===== config.mk =====
export PLATFORM = sky130hd
export DESIGN_NAME = junction_lamp_ctrl
export DESIGN_NICKNAME = d
export VERILOG_FILES = /design/src/rtl/junction_lamp_ctrl.sv
export SDC_FILE = /design/constraint.sdc
export NUM_CORES = 1
export LEC_CHECK = 0
export BUFFER_PORTS_ARGS = -buffer_cell sky130_fd_sc_hd__clkbuf_2
export CAP_MARGIN = 10
export CORE_AREA = 2 2 41 43
export CTS_CLUSTER_SIZE = 14
export DETAILED_ROUTE_END_ITERATION = 7
export DIE_AREA = 0 0 43 45
export HOLD_SLACK_MARGIN = 0.06
export MAX_ROUTING_LAYER = met4
export PLACE_DENSITY = 0.66
export SYNTH_ARGS = -nofsm -noshare
export SYNTH_HDL_FRONTEND = slang
export SYNTH_SLANG_ARGS = --single-unit
export TNS_END_PERCENT = 30

===== constraint.sdc =====
create_clock -name clk -period 4.3 [get_ports clk]
set_input_delay 0.43 -clock clk [delete_from_list [all_inputs] [get_ports clk]]
set_output_delay 0.43 -clock clk [all_outputs]
set_load 0.05 [all_outputs]

===== src/rtl/junction_lamp_ctrl.sv =====
// Two-road junction controller: main/side RGY lamps plus a pedestrian walk
// lamp, driven by a single saturating cycle timer and a latched ped request.
module junction_lamp_ctrl #(
   parameter int unsigned CW        = 4,
   parameter int unsigned MIN_GREEN = 8,
   parameter int unsigned YELLOW_T  = 2,
   parameter int unsigned ALLRED_T  = 1,
   parameter int unsigned SIDE_MAX  = 6,
   parameter int unsigned WALK_T    = 4
) (
   input  logic       clk,
   input  logic       rst,
   input  logic       side_req,
   input  logic       ped_btn,
   output logic [2:0] main_light,
   output logic [2:0] side_light,
   output logic       walk,
   output logic [2:0] state_o
);

   typedef enum logic [2:0] {
      StMainGreen  = 3'd0,
      StMainYellow = 3'd1,
      StAllRedA    = 3'd2,
      StSideGreen  = 3'd3,
      StSideYellow = 3'd4,
      StAllRedB    = 3'd5,
      StPedWalk    = 3'd6,
      StIllegal    = 3'd7
   } state_e;

   // Lamp codes: bit2=Red, bit1=Green, bit0=Yellow
   localparam logic [2:0] LAMP_R = 3'b100;
   localparam logic [2:0] LAMP_G = 3'b010;
   localparam logic [2:0] LAMP_Y = 3'b001;

   // Exit points: a phase held T cycles ends when the timer reads T-1
   localparam logic [CW-1:0] L_MIN_GREEN = CW'(MIN_GREEN - 1);
   localparam logic [CW-1:0] L_YELLOW    = CW'(YELLOW_T - 1);
   localparam logic [CW-1:0] L_ALLRED    = CW'(ALLRED_T - 1);
   localparam logic [CW-1:0] L_SIDE_MAX  = CW'(SIDE_MAX - 1);
   localparam logic [CW-1:0] L_WALK      = CW'(WALK_T - 1);
   localparam logic [CW-1:0] L_TMR_MAX   = {CW{1'b1}};

   state_e          r_state;
   state_e          w_state_d;
   logic [CW-1:0]   r_timer;
   logic            r_ped_pending;
   logic            w_ped_d;

   // Next-state selection from the current phase, timer and requests
   always_comb begin
      w_state_d = r_state;
      case (r_state)
         StMainGreen: begin
            if ((r_timer >= L_MIN_GREEN) && (side_req || r_ped_pending)) begin
               w_state_d = StMainYellow;
            end
         end
         StMainYellow: begin
            if (r_timer == L_YELLOW) w_state_d = StAllRedA;
         end
         StAllRedA: begin
            // Pedestrian wins over the side road
            if (r_timer == L_ALLRED) w_state_d = r_ped_pending ? StPedWalk : StSideGreen;
         end
         StSideGreen: begin
            if (!side_req || (r_timer == L_SIDE_MAX)) w_state_d = StSideYellow;
         end
         StSideYellow: begin
            if (r_timer == L_YELLOW) w_state_d = StAllRedB;
         end
         StPedWalk: begin
            if (r_timer == L_WALK) w_state_d = StAllRedB;
         end
         StAllRedB: begin
            if (r_timer == L_ALLRED) w_state_d = StMainGreen;
         end
         default: w_state_d = StMainGreen;
      endcase
   end

   // Pedestrian latch: cleared on entry to and during the walk phase, so a
   // press coinciding with the clear or arriving during the walk is dropped
   always_comb begin
      w_ped_d = r_ped_pending | ped_btn;
      if ((w_state_d == StPedWalk) || (r_state == StPedWalk)) w_ped_d = 1'b0;
   end

   // State, timer and request registers with synchronous reset
   always_ff @(posedge clk) begin
      if (rst) begin
         r_state       <= StMainGreen;
         r_timer       <= '0;
         r_ped_pending <= 1'b0;
      end else begin
         r_state       <= w_state_d;
         r_ped_pending <= w_ped_d;
         if (w_state_d != r_state) begin
            r_timer <= '0;
         end else if (r_timer != L_TMR_MAX) begin
            r_timer <= r_timer + 1'b1;
         end
      end
   end

   // Moore lamp decode; anything unexpected shows all-red
   always_comb begin
      main_light = LAMP_R;
      side_light = LAMP_R;
      walk       = 1'b0;
      case (r_state)
         StMainGreen:  main_light = LAMP_G;
         StMainYellow: main_light = LAMP_Y;
         StSideGreen:  side_light = LAMP_G;
         StSideYellow: side_light = LAMP_Y;
         StPedWalk:    walk       = 1'b1;
         default: ;
      endcase
   end

   assign state_o = r_state;

endmodule


==> results of run 1 <==
stage by stage:
stage	std cells	power, mW
final	110	0.592
after global placement	107	0.530
after detailed placement	107	0.533
after CTS	110	0.592
after global routing	110	0.641
after floorplan	83	0.458
critical path, stage by stage, from the launching register on:
cell and delay, ns:
dfxtp_1 0.58, inv_1 0.22, and3_1 0.24, nor2_1 0.08
clkbuf_2 0.28
area by class of cell:
type | count | area [um^2] | area share
sequential | 8 | 160 | 0.221
inverter | 6 | 22.5 | 0.0310
clock buffer | 3 | 22.5 | 0.0310
multi-input combinational | 64 | 435 | 0.600
tap | 16 | 20.0 | 0.0276
timing repair buffer | 13 | 65.1 | 0.0897
logic make-up after synthesis:
logic type               synth area share
AND/OR/NAND/NOR                     0.318
AO/OA/AOI/OAI                       0.235
flip-flops                          0.248
buffers and inverters              0.0775
XOR/XNOR                           0.0136
multiplexers                       0.0310
adder cells (fa/ha/maj)            0.0775
Yosys cell counts (all sizes together) (2+ instances only):
| cell | count |
|---|---|
| dfxtp | 8 |
| inv | 6 |
| nor2 | 6 |
| nand2 | 5 |
| nor3 | 5 |
| nor4 | 5 |
| ha | 4 |
| nand3 | 4 |
| o21ai | 4 |
| clkbuf | 3 |
| nor2b | 3 |
| a211o | 2 |
| a21o | 2 |
| a21oi | 2 |
| a31oi | 2 |
| and3 | 2 |
| and3b | 2 |
| buf | 2 |
| mux2i | 2 |
| nor3b | 2 |
registers in the layout (all words and copies together), names as in the netlist:
register / flops
r_timer: 4
state_o: 3
r_ped_pending: 1
power groups by stage:
stage | registers, mW | logic [mW] | clock network [mW]
3_3_place_gp | 0.152 | 0.378 | 0
2_1_floorplan | 0.158 | 0.300 | 0
5_1_grt | 0.162 | 0.415 | 0.0647
3_5_place_dp | 0.153 | 0.379 | 0
4_1_cts | 0.151 | 0.380 | 0.0606
6_report | 0.153 | 0.380 | 0.0590
final timing paths:
check | end | slack [ns] | depth (start not counted)
hold / removal | r_ped_pending | 0.41 | 2
hold reg to reg | r_ped_pending | 0.58 | 2
setup / recovery | side_light[2] | 2.22 | 4
setup reg to reg | r_timer[0] | 2.22 | 5
metal layers:
layer	wire length (um)	track usage	vias up
li1	-	-	328
met1	696	0.218	302
met2	685	0.291	25
met3	87	0.0360	3
met4	16	0.0909	0
met5	0	-	-
==> metrics.md, run 1 <==
| Metric | Value |
|---|---|
| CTS tree | `built` |
| Max-Cap Viols | `0` |
| Setup TNS | `0 ns` |
| Dpl hpwl | `1130 um` |
| Core area | `1470 um^2` |
| Ports | `14` |
| CP Capture Type | `primary output` |
| Clk_skew | `0.00540 ns` |
| RePlAce Congestion | `0.892` |
| Hold-fix buffers, CTS | `0` |
| Number of global-route vias before repair | `564` |
| Cell area power density | `816 nW/um^2` |
| Via Count | `658` |
| Setup repair bufs after CTS | `0` |
| CTS H-Tree Depth | `1` |
| Final wirelength | `1490 um` |
| Total CTS buffers | `3` |
| Outcome | `finished clean` |
| Pleak | `0.345 nW` |
| Die X | `43 um` |
| Dpl cell area | `703 um^2` |
| Final WS setup | `2.22 ns` |
| Most frequent cells in the layout | `clkbuf_2 (13), dfxtp_1 (8), inv_1 (6), nor2_1 (6)` |
| Internal Power | `253 uW` |
| Unrepaired setup endpoints after global routing | `no` |
| Slew @ Worst Pin | `0.540 ns` |
| Place WS | `2.27 ns` |
| Initial DRC count | `26` |
| Critical Path Source | `state_o[0]` |
| Initial antenna violation count | `0` |
| Clk root buf | `clkbuf_4` |
| Final hold slack | `0.406 ns` |
| Die height | `45 um` |
| Seq cells post-synth | `8` |
| Synth area leaders | `dfxtp_1 (25%), ha_1 (7.8%), nor4_1 (4.8%)` |
| Clock share of power | `0.100` |
| DR vias/cell | `5.98` |
| # fillers | `145` |
| Mapped Cells | `83` |
| Post-route ant nets | `0` |
| Clk sinks | `8` |
| CP max FO | `13` |
| Port buffer count | `13` |
| Grt total ovfl | `0` |
| Minimum clock period | `2.08 ns` |
| Slew headroom | `0.638` |
| Hold_sp | `rst` |
| Mapped Area | `646 um^2` |
| Clk slew on worst S/H paths | `0.06 ns` |
| Worst Path Required | `3.87 ns` |
| Yosys top cell area share | `0.248` |
| Commonest non-fill, non-tap cell in the layout | `clkbuf_2` |
| Initial Util | `0.439` |
| Pre-antenna DRT Iters | `4` |
| First-pass GRT wire length | `2530 um` |
| Final Cell Area | `726 um^2` |
| Hold Vio Cnt, Final | `0` |
| Clk_lat worst skew | `0.26 ns` |
| Drt drc | `0` |
| Area grow syn2layout | `12.4%` |
| Max Slew Vio Count | `0` |
| Worst setup path class | `reg -> out` |
| Reg2reg start | `r_timer[0]` |
| Wire per inst | `13.5 um` |
| Tcrit/Tclk final | `0.484` |
| Finish-stage setup viols | `0` |
| Syn_nets | `91` |
| Seq/Total Area, Yosys | `0.248` |
| Core Util, Final | `0.493` |
| DIE AREA | `1940 um^2` |
| Largest net degree at the start of global routing | `16` |
| CTS Buffer Depth | `2` |
| Yosys warns | `0` |
| Sequential share of power | `0.259` |
| Final nets | `104` |
| Fmax achieved | `0.480 GHz` |
| Hold Crit Class | `in -> reg` |
| # rows | `14` |
| # diodes | `0` |
| Synth area leader | `dfxtp_1` |
| CTS resizes | `0` |
| Mapped Avg Cell Area | `7.78 um^2` |
| Fraction of layout cells with a size suffix above 1 | `0.202` |
| Yosys cell types | `33` |
| Switching share of total power | `0.572` |
| Logic pwr share | `0.641` |
| Peak VDD IR | `304 uV` |
| Synth Flop Type | `dfxtp_1` |
| Startpoint Class | `flop` |
| Asr flop ratio synth | `0` |
| P_sw | `339 uW` |
| Number of flops mapped to enable cells by yosys | `0` |
| CP arrival | `1.65 ns` |
| Total GRT Usage | `0.181` |
(Power assumes the default switching activity.)
==> inputs of run 2 (changes only) <==
ABC_AREA = 1   (was not set)
CORE_AREA = 2 2 44 46   (was 2 2 41 43)
DIE_AREA = 0 0 46 48   (was 0 0 43 45)
PLACE_DENSITY = not set   (was 0.66)
clock period = 2.1 ns   (was 4.3 ns; I/O delays follow)
==> metrics.md, run 2 <==
| Metric | Value |
|---|---|
| Pre-antenna DRT Iters | `4 (unchanged)` |
| Max reg flops | `4 (unchanged)` |
| CTS Buffer Depth | `2 (unchanged)` |
| Finish-stage setup viols | `0 (unchanged)` |
| Grt total ovfl | `0 (unchanged)` |
| Die height | `48 um (+6.7%)` |
| Core Util, Final | `0.510 (+0.0164)` |
| Worst Path Required | `1.89 ns (-1.98 ns)` |
| CTS tree | `built` |
| Hold Path Depth | `2 (unchanged)` |
| CP Capture Type | `primary output` |
| Yosys warns | `0 (unchanged)` |
| Worst Reg-to-Reg Cells | `10 (+5)` |
| Clk slew on worst S/H paths | `0.05 ns (about the same)` |
| Reg2reg start | `r_timer[0]` |
| Seq/Total Area, Yosys | `0.215 (-0.0329)` |
| Clk sinks | `8 (unchanged)` |
| Switching share of total power | `0.558 (-0.0135)` |
| CTS resizes | `0 (unchanged)` |
| # diodes | `0 (unchanged)` |
| Logic pwr share | `0.651 (+0.010)` |
| First-pass GRT wire length | `2280 um (-9.6%)` |
| Max-Cap Viols | `0 (unchanged)` |
| Initial Util | `0.441 (+0.00197)` |
| CP Cell Sequence | `nor2_1 -> nand2_1 -> inv_1 -> nor2_1 -> clkbuf_2` |
| Power Total | `1.03 mW (+74%)` |
| Clk_skew | `0.00194 ns (-0.00345 ns)` |
| Startpoint Class | `flop` |
| Max Slew Vio Count | `0 (unchanged)` |
| Worst setup path class | `reg -> out` |
| Core area | `1690 um^2 (+15%)` |
| Mapped Area | `744 um^2 (+15%)` |
| DIE AREA | `2210 um^2 (+14%)` |
| DR vias/cell | `4.84 (-19%)` |
| Dpl cells | `134 (+25%)` |
| Slowest stage cell, crit path | `dfxtp_1` |
| Mapped Cells | `104 (+25%)` |
| Cell area power density | `1200 nW/um^2 (+47%)` |
| Tcrit/Tclk final | `0.763` |
| Hold-fix buffers, CTS | `0 (unchanged)` |
| Unrepaired setup endpoints after global routing | `no` |
| Port buffer count | `13 (unchanged)` |
| Synth area leaders | `dfxtp_1 (22%), nand2_1 (11%), ha_1 (6.7%)` |
| CP max FO | `7 (-6)` |
| P_sw | `576 uW (+70%)` |
| Largest net degree at the start of global routing | `10 (-6)` |
| Yosys top cell area share | `0.215 (-0.0329)` |
| Post-route ant nets | `0 (unchanged)` |
| Initial antenna violation count | `0 (unchanged)` |
| Hold Vio Cnt, Final | `0 (unchanged)` |
| Outcome | `finished clean` |
| Number of global-route vias before repair | `533 (-5.5%)` |
| Via Count | `663 (+0.76%)` |
| Mapped Avg Cell Area | `7.16 um^2 (-8.0%)` |
| Pleak | `0.421 nW (+22%)` |
| Seq cells post-synth | `8 (unchanged)` |
| Clk root buf | `clkbuf_4` |
| Number of flops mapped to enable cells by yosys | `0 (unchanged)` |
| Slew @ Worst Pin | `0.330 ns (-0.210 ns)` |
| CTS H-Tree Depth | `1 (unchanged)` |
| Synth Flop Type | `dfxtp_1` |
| CP most frequent cell | `nor2_1` |
| Worst R2R Setup Slack | `0.55 ns (-1.67 ns)` |
| Area grow syn2layout | `15.6%` |
| # fillers | `174 (+20%)` |
| Fmax achieved | `0.624 GHz` |
| Syn_nets | `112 (+23%)` |
| Asr flop ratio synth | `0 (unchanged)` |
| CP arrival | `1.39 ns (-0.26 ns)` |
| Final wirelength | `1490 um (+0.47%)` |
| Hold EP | `state_o[2]` |
| Post-synth top cells | `nand2_1 (21), inv_1 (12), nor2_1 (11), dfxtp_1 (8)` |
| Most frequent cells in the layout | `nand2_1 (21), clkbuf_2 (13), inv_1 (12)` |
| Commonest non-fill, non-tap cell in the layout | `nand2_1` |
| Die X | `46 um (+7.0%)` |
| Clk_lat worst skew | `0.25 ns (about the same)` |
| Minimum clock period | `1.60 ns` |
| Synth area leader | `dfxtp_1` |
| Internal Power | `455 uW (+80%)` |
| Hold Crit Class | `in -> reg` |
| Slew headroom | `0.780 (+0.142)` |
| Most flops, register | `r_timer` |
| Dpl hpwl | `1290 um (+14%)` |
| # rows | `15 (+1)` |
| Clock share of power | `0.108 (+0.008)` |
| Fraction of layout cells with a size suffix above 1 | `0.433 (+0.231)` |
| Most common cell in the netlist | `nand2_1` |
| Setup TNS | `0 ns (unchanged)` |
| Final nets | `130 (+25%)` |
| Total GRT Usage | `0.154 (-0.0267)` |
| Sequential share of power | `0.241 (-0.018)` |
| Yosys cell types | `26 (-21%)` |
| Peak VDD IR | `618 uV (+100%)` |
| Hold_sp | `rst` |
| Ports | `14 (unchanged)` |
| Setup repair bufs after CTS | `0 (unchanged)` |
| Crit-path max cell delay | `0.51 ns (-0.07 ns)` |
| Drt drc | `0 (unchanged)` |
| Finished Layout Cells | `137 (+25%)` |
| Wire per inst | `10.9 um (-19%)` |
| Initial DRC count | `13 (-50%)` |
| R2R Path End | `r_timer[2]` |
| RePlAce Congestion | `0.826 (-7.3%)` |
| Total CTS buffers | `3 (unchanged)` |
run 2: changes by cell type after synthesis, sizes merged, moves of 3 or more:
cell	delta
clkbuf	-3
nand3	+4
inv	+13
nor2b	-3
nor4	-5
nand2	+24
nor2	+10
run 2: power groups by stage:
stage / combinational (mW) / sequential (mW) / clock (mW)
6_report: 0.671 / 0.249 / 0.111
5_1_grt: 0.733 / 0.255 / 0.120
4_1_cts: 0.674 / 0.248 / 0.115
3_5_place_dp: 0.671 / 0.251 / 0
3_3_place_gp: 0.667 / 0.249 / 0
2_1_floorplan: 0.517 / 0.285 / 0
run 2: layout make-up:
| class | count | area, um^2 | share of cell area |
|---|---|---|---|
| clock buffer | 3 | 22.5 | 0.0262 |
| tap | 17 | 21.3 | 0.0247 |
| timing repair buffer | 13 | 65.1 | 0.0756 |
| multi-input combinational | 77 | 520 | 0.605 |
| sequential | 8 | 160 | 0.186 |
| inverter | 19 | 71.3 | 0.0828 |
run 2: worst max path at each step:
stage          startpoint       endpoint  cells after the start
2_1_floorplan  state_o[0]  side_light[2]                      4
3_3_place_gp   r_timer[1]     r_timer[2]                     10
3_5_place_dp   r_timer[0]     r_timer[2]                     10
4_1_cts        state_o[0]  side_light[2]                      5
5_1_grt        state_o[0]  side_light[2]                      5
6_report       state_o[0]  side_light[2]                      5
run 2: cell families after synthesis:
kind of cell             after synthesis  synth area share
XOR/XNOR                               1            0.0118
AO/OA/AOI/OAI                         10             0.108
buffers and inverters                 19            0.0958
adder cells (fa/ha/maj)                4            0.0672
flip-flops                             8             0.215
AND/OR/NAND/NOR                       62             0.503
run 2: metal layers:
metal | track usage | vias to the layer above | share of wire
met5 | - | - | 0
met4 | 0.103 | 0 | 0.025
met2 | 0.222 | 14 | 0.40
met1 | 0.204 | 280 | 0.54
li1 | - | 365 | -
met3 | 0.0113 | 4 | 0.029
run 2: critical path: cells and delay by family (launching register included):
family | cells | cell delay [ns]
and+or+nand+nor | 3 | 0.30
buffers and inverters | 2 | 0.33
DFF | 1 | 0.51
run 2: through the flow:
stage          hold WS (ns)  setup WS [ns]  instance area, um^2
6_report              0.232          0.497                  861
5_1_grt               0.231          0.396                  861
3_3_place_gp          0.491          0.559                  838
3_5_place_dp          0.493          0.551                  838
4_1_cts               0.229          0.468                  861
2_1_floorplan         0.279        -0.0668                  752
==> inputs of run 3 (changes only) <==
PLACE_DENSITY = 0.67   (was not set)
clock period = 1.3 ns   (was 2.1 ns; I/O delays follow)
==> metrics.md, run 3 (synthesis gave the netlist of run 2 again) <==
| Metric | Value |
|---|---|
| Hold Crit Class | `in -> reg` |
| Outcome | `finished, violations left` |
| Ports | `14 (unchanged)` |
| Max reg flops | `4 (unchanged)` |
| CP max FO | `4 (-3)` |
| Wire per inst | `13.4 um (+23%)` |
| Total CTS buffers | `3 (unchanged)` |
| Most flops, register | `r_timer` |
| DR vias/cell | `5.07 (+4.7%)` |
| Grt total ovfl | `0 (unchanged)` |
| Core area | `1690 um^2 (unchanged)` |
| Area of the multi-input gates | `677 um^2 (+30%)` |
| Dpl hpwl | `1450 um (+12%)` |
| Pre-antenna DRT Iters | `4 (unchanged)` |
| Initial DRC count | `15 (+2)` |
| Clk sinks | `8 (unchanged)` |
| R2R Path End | `r_timer[2]` |
| Largest net degree at the start of global routing | `8 (-2)` |
| Slew @ Worst Pin | `0.280 ns (-0.0496 ns)` |
| Final nets | `141 (+8.5%)` |
| CTS H-Tree Depth | `1 (unchanged)` |
| Clk root buf | `clkbuf_4` |
| Max Slew Vio Count | `0 (unchanged)` |
| Worst Path Required | `1.48 ns (-0.41 ns)` |
| CTS Buffer Depth | `2 (unchanged)` |
| Area grow syn2layout | `61.5%` |
| Worst Reg-to-Reg Cells | `12 (+2)` |
| # fillers | `120 (-31%)` |
| Hold Vio Cnt, Final | `0 (unchanged)` |
| Die X | `46 um (unchanged)` |
| Fraction of layout cells with a size suffix above 1 | `0.727 (+0.294)` |
| Final wirelength | `2000 um (+34%)` |
| Via Count | `755 (+14%)` |
| Pleak | `0.501 nW (+19%)` |
| Finished Layout Cells | `149 (+8.8%)` |
| Max-Cap Viols | `0 (unchanged)` |
| # rows | `15 (unchanged)` |
| CP arrival | `1.56 ns (+0.17 ns)` |
| Fmax achieved | `0.721 GHz` |
| Final WS setup | `-0.0866 ns (-0.584 ns)` |
| First-pass GRT wire length | `3100 um (+36%)` |
| Post-route ant nets | `0 (unchanged)` |
| Die height | `48 um (unchanged)` |
| Hold Path Depth | `2 (unchanged)` |
| Startpoint Class | `flop` |
| CP Capture Type | `flop` |
| Clk_skew | `0.0141 ns (+0.0122 ns)` |
| Reg area | `178 um^2 (+11%)` |
| Cell area power density | `1840 nW/um^2 (+54%)` |
| Dpl cells | `143 (+6.7%)` |
| Reg2reg start | `r_timer[1]` |
| Minimum clock period | `1.39 ns` |
| Number of global-route vias before repair | `753 (+41%)` |
| Worst setup path class | `reg -> reg` |
| Clk slew on worst S/H paths | `0.06 ns (about the same)` |
| Unrepaired setup endpoints after global routing | `yes` |
| Total GRT Usage | `0.208 (+0.0539)` |
| Drt drc | `0 (unchanged)` |
| Tcrit/Tclk final | `1.07` |
| Hold_sp | `rst` |
| Port buffer count | `13 (unchanged)` |
| Failing checks | `negative setup slack` |
| Worst R2R Setup Slack | `-0.09 ns (-0.64 ns)` |
| Power Total | `2.21 mW (+110%)` |
| DIE AREA | `2210 um^2 (unchanged)` |
| Slew headroom | `0.814 (+0.0342)` |
| RePlAce Congestion | `0.847 (+2.5%)` |
| Hold EP | `state_o[1]` |
| Finish-stage setup viols | `7 (+7)` |
| Core Util, Final | `0.712 (+0.202)` |
| CTS tree | `built` |
| Initial Util | `0.441 (unchanged)` |
| Peak VDD IR | `1050 uV (+70%)` |
| Clk_lat worst skew | `0.27 ns (+0.02 ns)` |
| # diodes | `0 (unchanged)` |
| Most frequent cells in the layout | `nand2_2 (13), nand2_1 (13), inv_2 (10), buf_4 (10), nor2_4 (9)` |
| Initial antenna violation count | `0 (unchanged)` |
==> run 3: area by class of cell <==
class                           count  share of cell area
Multi-Input combinational cell     77               0.563
Sequential cell                     8               0.148
Clock buffer                        4              0.0219
Timing Repair Buffer               24               0.177
Tap cell                           17              0.0177
Inverter                           19              0.0728
==> run 3: layer usage <==
metal	vias to the layer above	global-route usage	wire length (um)
met3	4	0.0377	60
met2	18	0.358	1000
met5	-	-	0
li1	386	-	-
met1	347	0.237	904
met4	0	0.0857	31
==> run 3: worst max-delay path by stage <==
stage	from	end	slack, ns	cells past startpoint
final	r_timer[1]	r_timer[2]	-0.09	12
after global routing	r_timer[0]	r_timer[2]	-0.15	11
after CTS	r_timer[0]	r_timer[1]	-0.11	11
after detailed placement	r_timer[1]	r_timer[1]	-0.16	9
after global placement	r_timer[1]	r_timer[3]	-0.13	9
after floorplan	state_o[2]	r_timer[0]	-0.22	8
==> run 3: critical path, cell delays in order, from the launching register on <==
cell and delay (ns):
dfxtp_2 0.33, inv_4 0.08, ha_4 0.15, inv_1 0.06, nor2_4 0.11, nand2_1 0.07
nand2_1 0.06, nand2_1 0.07, inv_2 0.06, nand3_2 0.06, nand2_2 0.09, nand2_4 0.07
nor3_2 0.10
==> run 3: where the power goes <==
| group | internal, mW | switching (mW) |
|---|---|---|
| sequential | 0.329 | 0.138 |
| clock | 0.118 | 0.0923 |
| combinational | 0.605 | 0.929 |
| total | 1.05 | 1.16 |
==> run 3: timing repair <==
item / in CTS / in global routing
buffers inserted: 1 / 1
pin swaps: 13 / 8
hold buffers: 0 / 0
resized for setup: 34 / 21
endpoints found under the setup margin: 12 / 14
==> run 3: through the flow <==
step                cell area, um^2  setup TNS, ns  setup WS (ns)  hold slack [ns]
CTS                            1130         -0.466         -0.110            0.131
global route                   1200         -0.960         -0.151            0.144
detailed placement              970         -0.743         -0.161            0.418
finish                         1200         -0.379        -0.0866            0.140
global placement                970         -0.633         -0.135            0.407
floorplan                       816          -1.25         -0.223            0.190
